File: config.mk
export PLATFORM = sky130hd
export DESIGN_NAME = ps2_rx_fifo_flat
export DESIGN_NICKNAME = d
export VERILOG_FILES = /design/src/rtl/ps2_rx_fifo_if.sv /design/src/rtl/ps2_rx_fifo.sv /design/src/flat_wrapper.sv
export SDC_FILE = /design/constraint.sdc
export NUM_CORES = 1
export LEC_CHECK = 0
export CORE_MARGIN = 2
export CORE_UTILIZATION = 60
export CTS_BUF_LIST = sky130_fd_sc_hd__clkbuf_8
export DETAILED_ROUTE_END_ITERATION = 10
export GPL_TIMING_DRIVEN = 0
export PLACE_DENSITY = 0.8
export SLEW_MARGIN = 20
export SYNTH_ARGS = -nofsm -noshare
export SYNTH_HDL_FRONTEND = slang
export SYNTH_SLANG_ARGS = --single-unit
File: constraint.sdc
create_clock -name clk -period 4.2 [get_ports clk]
set_input_delay 1.26 -clock clk [delete_from_list [all_inputs] [get_ports clk]]
set_output_delay 1.26 -clock clk [all_outputs]
set_load 0.05 [all_outputs]
File: src/rtl/ps2_rx_fifo_if.sv
// Consumer-side bundle of the PS/2 receiver: FIFO head, pop strobe and error flags.
// The receiver connects through the slave modport, the consuming logic through master.
interface ps2_rx_fifo_if #(
    parameter int CODE_BYTES = 4
);
    logic                    rd_en;
    logic [8*CODE_BYTES-1:0] code_out;
    logic [3:0]              code_len;
    logic                    empty;
    logic                    full;
    logic                    parity_err;
    logic                    frame_err;
    logic                    overflow;

    modport slave (
        input  rd_en,
        output code_out, code_len, empty, full, parity_err, frame_err, overflow
    );

    modport master (
        output rd_en,
        input  code_out, code_len, empty, full, parity_err, frame_err, overflow
    );
endinterface

File: src/rtl/ps2_rx_fifo.sv
// PS/2 keyboard receiver: oversampled framing, multi-byte scan-code assembly
// and a show-ahead FIFO of completed codes.
module ps2_rx_fifo #(
    parameter int CODE_BYTES     = 4,
    parameter int FIFO_DEPTH     = 4,
    parameter int TIMEOUT_CYCLES = 5000,
    parameter int SYNC_STAGES    = 2
) (
    input  logic          clk,
    input  logic          rst,
    input  logic          key_clock,
    input  logic          key_data,
    ps2_rx_fifo_if.slave  bus
);
    localparam int BW = 8 * CODE_BYTES;
    localparam int AW = (FIFO_DEPTH > 1) ? $clog2(FIFO_DEPTH) : 1;
    localparam int CW = $clog2(TIMEOUT_CYCLES + 1);
    localparam int LB = (CODE_BYTES < 3) ? CODE_BYTES : 3;
    localparam logic [AW:0]    FULL_CNT = (AW+1)'(FIFO_DEPTH);
    localparam logic [CW-1:0]  TO_LAST  = CW'(TIMEOUT_CYCLES - 1);
    localparam logic [3:0]     MAX_LEN  = 4'(CODE_BYTES);

    localparam logic [1:0] ST_IDLE   = 2'd0;
    localparam logic [1:0] ST_DATA   = 2'd1;
    localparam logic [1:0] ST_PARITY = 2'd2;
    localparam logic [1:0] ST_STOP   = 2'd3;

    // synchronisers and edge detection
    logic [SYNC_STAGES-1:0] r_kc_sync;
    logic [SYNC_STAGES-1:0] r_kd_sync;
    logic                   r_kc_prev;
    logic                   w_kc;
    logic                   w_kd;
    logic                   w_edge;

    // frame FSM
    logic [1:0]    r_state;
    logic [2:0]    r_bit_cnt;
    logic [7:0]    r_shift;
    logic          r_par;
    logic [CW-1:0] r_to_cnt;
    logic          w_timeout;

    // sequence assembly
    logic [BW-1:0] r_seq;
    logic [3:0]    r_len;
    logic [BW-1:0] w_seq_new;
    logic [3:0]    w_len_new;
    logic [23:0]   w_lo;
    logic          w_stop_edge;
    logic          w_stop_bad;
    logic          w_par_bad;
    logic          w_good;
    logic          w_match;
    logic          w_complete;

    // error flags
    logic r_parity_err;
    logic r_frame_err;
    logic r_overflow;

    // FIFO
    logic [BW-1:0] r_mem_code [FIFO_DEPTH];
    logic [3:0]    r_mem_len  [FIFO_DEPTH];
    logic [AW-1:0] r_wptr;
    logic [AW-1:0] r_rptr;
    logic [AW:0]   r_count;
    logic [AW:0]   w_count_next;
    logic          r_empty;
    logic          r_full;
    logic          w_pop;
    logic          w_wr;

    assign w_kc   = r_kc_sync[SYNC_STAGES-1];
    assign w_kd   = r_kd_sync[SYNC_STAGES-1];
    assign w_edge = r_kc_prev & ~w_kc;

    always_ff @(posedge clk) begin
        if (rst) begin
            r_kc_sync <= '1;
            r_kd_sync <= '1;
            r_kc_prev <= 1'b1;
        end else begin
            r_kc_sync <= {r_kc_sync[SYNC_STAGES-2:0], key_clock};
            r_kd_sync <= {r_kd_sync[SYNC_STAGES-2:0], key_data};
            r_kc_prev <= w_kc;
        end
    end

    assign w_timeout   = (r_state != ST_IDLE) && !w_edge && (r_to_cnt == TO_LAST);
    assign w_stop_edge = w_edge && (r_state == ST_STOP);
    assign w_stop_bad  = ~w_kd;
    assign w_par_bad   = ~(^{r_shift, r_par});
    assign w_good      = w_stop_edge & ~w_stop_bad & ~w_par_bad;

    // r_to_cnt holds the number of cycles since the last edge, so the abort
    // fires TIMEOUT_CYCLES cycles after that edge
    always_ff @(posedge clk) begin
        if (rst) begin
            r_state      <= ST_IDLE;
            r_bit_cnt    <= '0;
            r_shift      <= '0;
            r_par        <= 1'b0;
            r_to_cnt     <= '0;
            r_parity_err <= 1'b0;
            r_frame_err  <= 1'b0;
        end else begin
            r_parity_err <= 1'b0;
            r_frame_err  <= 1'b0;
            if (r_state != ST_IDLE) begin
                r_to_cnt <= w_edge ? CW'(1) : r_to_cnt + CW'(1);
            end
            if (w_timeout) begin
                r_state     <= ST_IDLE;
                r_frame_err <= 1'b1;
            end else begin
                case (r_state)
                    ST_IDLE: begin
                        if (w_edge && !w_kd) begin
                            r_state   <= ST_DATA;
                            r_bit_cnt <= '0;
                            r_to_cnt  <= CW'(1);
                        end
                    end
                    ST_DATA: begin
                        if (w_edge) begin
                            r_shift   <= {w_kd, r_shift[7:1]};
                            r_bit_cnt <= r_bit_cnt + 3'd1;
                            if (r_bit_cnt == 3'd7) begin
                                r_state <= ST_PARITY;
                            end
                        end
                    end
                    ST_PARITY: begin
                        if (w_edge) begin
                            r_par   <= w_kd;
                            r_state <= ST_STOP;
                        end
                    end
                    default: begin
                        if (w_edge) begin
                            r_state <= ST_IDLE;
                            if (w_stop_bad) begin
                                r_frame_err <= 1'b1;
                            end else if (w_par_bad) begin
                                r_parity_err <= 1'b1;
                            end
                        end
                    end
                endcase
            end
        end
    end

    assign w_seq_new = (r_seq << 8) | BW'(r_shift);
    assign w_len_new = r_len + 4'd1;

    always_comb begin
        w_lo = '0;
        for (int unsigned i = 0; i < LB; i++) begin
            w_lo[8*i +: 8] = w_seq_new[8*i +: 8];
        end
    end

    assign w_match = (w_lo[7:0]  == 8'hE0)     || (w_lo[7:0]  == 8'hF0)     ||
                     (w_lo[7:0]  == 8'hE1)     ||
                     (w_lo[15:0] == 16'hE012)  || (w_lo[15:0] == 16'hE114)  ||
                     (w_lo       == 24'hE0F07C) || (w_lo      == 24'hE11477) ||
                     (w_lo       == 24'hE1F014);

    assign w_complete = w_good && (!w_match || (w_len_new == MAX_LEN));

    always_ff @(posedge clk) begin
        if (rst) begin
            r_seq <= '0;
            r_len <= '0;
        end else if (w_stop_edge && (w_stop_bad || w_par_bad)) begin
            r_seq <= '0;
            r_len <= '0;
        end else if (w_good) begin
            if (w_complete) begin
                r_seq <= '0;
                r_len <= '0;
            end else begin
                r_seq <= w_seq_new;
                r_len <= w_len_new;
            end
        end
    end

    // a push into a full FIFO still lands if the head is popped that same cycle
    assign w_pop = bus.rd_en & ~r_empty;
    assign w_wr  = w_complete & (~r_full | w_pop);

    always_comb begin
        w_count_next = r_count;
        if (w_wr && !w_pop) begin
            w_count_next = r_count + 1'b1;
        end else if (!w_wr && w_pop) begin
            w_count_next = r_count - 1'b1;
        end
    end

    always_ff @(posedge clk) begin
        if (w_wr) begin
            r_mem_code[r_wptr] <= w_seq_new;
            r_mem_len[r_wptr]  <= w_len_new;
        end
    end

    always_ff @(posedge clk) begin
        if (rst) begin
            r_wptr     <= '0;
            r_rptr     <= '0;
            r_count    <= '0;
            r_empty    <= 1'b1;
            r_full     <= 1'b0;
            r_overflow <= 1'b0;
        end else begin
            if (w_wr) begin
                r_wptr <= r_wptr + 1'b1;
            end
            if (w_pop) begin
                r_rptr <= r_rptr + 1'b1;
            end
            if (w_complete && r_full && !w_pop) begin
                r_overflow <= 1'b1;
            end
            r_count <= w_count_next;
            r_empty <= (w_count_next == '0);
            r_full  <= (w_count_next == FULL_CNT);
        end
    end

    assign bus.code_out   = r_empty ? '0 : r_mem_code[r_rptr];
    assign bus.code_len   = r_empty ? '0 : r_mem_len[r_rptr];
    assign bus.empty      = r_empty;
    assign bus.full       = r_full;
    assign bus.parity_err = r_parity_err;
    assign bus.frame_err  = r_frame_err;
    assign bus.overflow   = r_overflow;
endmodule

File: src/flat_wrapper.sv
// flat-port wrapper written by rule: the top's interface ports become plain ports
module ps2_rx_fifo_flat 
#(
    parameter int CODE_BYTES     = 4,
    parameter int FIFO_DEPTH     = 4,
    parameter int TIMEOUT_CYCLES = 5000,
    parameter int SYNC_STAGES    = 2
)
  (clk, rst, key_clock, key_data, bus_rd_en, bus_code_out, bus_code_len, bus_empty, bus_full, bus_parity_err, bus_frame_err, bus_overflow);
  ps2_rx_fifo_if #(.CODE_BYTES(CODE_BYTES)) bus_i ();
  input  logic clk;
  input  logic rst;
  input  logic key_clock;
  input  logic key_data;
  input wire logic [$bits(bus_i.rd_en)-1:0] bus_rd_en;
  output wire logic [$bits(bus_i.code_out)-1:0] bus_code_out;
  output wire logic [$bits(bus_i.code_len)-1:0] bus_code_len;
  output wire logic [$bits(bus_i.empty)-1:0] bus_empty;
  output wire logic [$bits(bus_i.full)-1:0] bus_full;
  output wire logic [$bits(bus_i.parity_err)-1:0] bus_parity_err;
  output wire logic [$bits(bus_i.frame_err)-1:0] bus_frame_err;
  output wire logic [$bits(bus_i.overflow)-1:0] bus_overflow;
  assign bus_i.rd_en = bus_rd_en;
  assign bus_code_out = bus_i.code_out;
  assign bus_code_len = bus_i.code_len;
  assign bus_empty = bus_i.empty;
  assign bus_full = bus_i.full;
  assign bus_parity_err = bus_i.parity_err;
  assign bus_frame_err = bus_i.frame_err;
  assign bus_overflow = bus_i.overflow;
  ps2_rx_fifo #(.CODE_BYTES(CODE_BYTES), .FIFO_DEPTH(FIFO_DEPTH), .TIMEOUT_CYCLES(TIMEOUT_CYCLES), .SYNC_STAGES(SYNC_STAGES)) u_core (.clk(clk), .rst(rst), .key_clock(key_clock), .key_data(key_data), .bus(bus_i));
endmodule
==> reports/qor.yml <==
synth_flop_cell: "edfxtp_1"
htreeDepth: 2
cp_slowest_cell: "clkdlybuf4s50_1"
dr.pass1.iters: 5
syn-num-nets: 647
clk_path_buf_depth: 3
cts.sinks: 218
ff_latch_area_sq_mm: 0.005807
holdBufCountCts: 0
finalNetCount: 729
drc: 0
start_util: 0.6117
yosys_warnings: 0
syn_area_per_cell_sq_um: 14.05
die-area_sq_mm: 0.01569
status: "completed"
p_total_mw: 4.904
pre_cts_slack_ns: -0.2323
leakage_nw: 3.571
p_per_area_mw_per_mm2: 476.9
async_reset_ff_frac: 0
synth_top_area_frac: 0.4901
die_w_um: 125.3
crit_required_ns: 2.94
synthCells: 628
diodes: 0
slowest_delay_ns: 0.71
holdCritPathClass: "reg -> reg"
grt_max_degree: 28
slew_headroom: 0.5603
io_pins: 46
cp_data_arrival_time_ns: 2.81
crit_path_cell_trace: "clkbuf_4, mux4_2, nor2b_1, clkdlybuf4s50_1"
critPathMaxFanout: 10
antenna_found_initial: 0
syn_area_sq_mm: 0.008823
port_buffers: 44
layout_commonest_cell: "edfxtp_1"
finalCriticalPeriod_ns: 4.066
fillers: 937
grt_pass1_wl_mm: 27.95
num_rows: 44
finalHoldViolCount: 0
final-max-slew-violation-count: 0
finish.utilization: 0.7130
wl_mm: 16.81
synth_area_leaders: "edfxtp_1, dfxtp_1, mux4_2, nor2b_1, nor2_1"
fmax_mhz: 245.9
gp_congestion: 0.8888
instances_no_fill: 919
grtUsageTotal: 0.2226
die_h_um: 125.3
rsz0062_at_grt: "no"
routed_via_density: 5.811
post-route-period-util: 0.9681
synth.largest_area_cell: "edfxtp_1"
overflow: 0
wl_per_cell_um: 18.29
startpoint_type: "register"
multi_input_area_sq_mm: 0.002816
maxCapViolCount: 0
final_cell_mix: "edfxtp_1, dfxtp_1, nor2_1"
cts_tree: "built"
vias: 5340
critical_path_class: "reg -> out"
dp.cells: 860
cts_root_buffer: "clkbuf_8"
grt_pass1_vias: 5468
clock_skew_ns: 0.02477
cts_made_buffers: 34
worstMarginPinSlew_ns: 0.6555
layout_setup_ws_ns: 0.1340
detail-route-antenna-nets: 0
clk_pin_slew_ns: 0.06
dpl.hpwl_mm: 10.80
drive_above_1_share: 0.1565
syn_to_final_growth_pct: 16.55
synth.distinct_cells: 52
ys_ff_latch: 218
yosysSeqAreaShare: 0.6580
postCtsSetupRepairBufs: 0
cp-end-kind: "output pin"
drtIter0Drc: 511
core_area_sq_mm: 0.01442
synth-edff-count: 144
vdd_drop_max_v: 0.0003637
fin_tns_setup_ns: 0
setup_viol: 0
clk_latency_ns: 0.50
## per-layer routing
metal,vias to the layer above,global-route usage,share of wire
met4,0,0.07582,0.020
li1,2508,-,-
met2,145,0.3728,0.51
met1,2656,0.3006,0.42
met5,-,0,0
met3,31,0.03723,0.047
## critical path: cells and delay by family (launching register included)
family	cells	cell delay [ns]
AND/OR/NAND/NOR	1	0.15
buffers and inverters	2	1.07
flip-flops	1	0.54
multiplexers	1	0.54
## synthesized netlist by cell type (all sizes together) (5+ instances only)
cell / n
a211oi: 5
a21oi: 21
a22oi: 31
a311oi: 5
and2: 5
and3: 6
buf: 10
clkbuf: 29
dfxtp: 74
edfxtp: 144
ha: 14
inv: 12
mux2i: 6
mux4: 36
nand2: 40
nand3: 11
nor2: 66
nor2b: 43
o21ai: 12
or2: 6
xnor2: 9
## power by group
| group | total, mW | internal, mW | switching (mW) | leakage, nW |
|---|---|---|---|---|
| combinational | 0.829 | 0.342 | 0.487 | 1.14 |
| clock | 1.76 | 1.01 | 0.755 | 0.392 |
| sequential | 2.31 | 2.28 | 0.0310 | 2.04 |
| total | 4.90 | 3.63 | 1.27 | 3.57 |
## stage by stage
step | area (sq um) | hold WS (ns)
finish | 10280 | 0.4156
global route | 10280 | 0.4299
CTS | 10280 | 0.4182
detailed placement | 9579 | 0.4057
global placement | 9494 | 0.3946
floorplan | 8823 | 0.3895
## final timing paths
kind,from,end,slack (ns),cells past startpoint
worst max-delay path,register,bus_code_out[5],0.13,4
worst min-delay path,u_core.r_kc_sync[0]$_SDFF_PP1_,u_core.r_kc_sync[1]$_SDFF_PP1_,0.42,1
worst max register to register,u_core.r_len[0]$_SDFFE_PP0P_,u_core.r_mem_code[1][9]$_DFFE_PP_,0.71,10
worst min register to register,u_core.r_kc_sync[0]$_SDFF_PP1_,u_core.r_kc_sync[1]$_SDFF_PP1_,0.42,1
## flip-flops by register name, summed over array words and instances (netlist names), 2 cells and up, named ones only
register / flops
u_core.r_to_cnt: 13
u_core.r_bit_cnt: 3
u_core.r_count: 3
u_core.r_wptr: 2
u_core.r_len: 4
u_core.r_kc_sync: 2
u_core.r_state: 2
u_core.r_rptr: 2
u_core.r_shift: 8
u_core.r_seq: 24
u_core.r_mem_len: 16
u_core.r_kd_sync: 2
u_core.r_mem_code: 128
## what timing repair did
action                                 4_1_cts  5_1_grt
gates resized for setup                     18        1
pin swaps                                    0        0
setup endpoints to repair                   30       10
endpoints found under the hold margin        0        0
## cells by family after synthesis
logic type	synth area share
AO/OA/AOI/OAI	0.06410
XOR/XNOR	0.01532
adder cells (fa/ha/maj)	0.01985
buffers and inverters	0.02340
flip-flops	0.6580
multiplexers	0.1004
AND/OR/NAND/NOR	0.1190
## cell type report
| class | count | area share |
|---|---|---|
| timing repair buffer | 48 | 0.05061 |
| inverter | 12 | 0.004380 |
| sequential | 218 | 0.5647 |
| clock buffer | 41 | 0.05487 |
| multi-input combinational | 359 | 0.2739 |
| buffer | 37 | 0.01643 |
| clock inverter | 20 | 0.01278 |
| tap | 184 | 0.02239 |
Note: power is estimated with default switching activity, not from simulation.
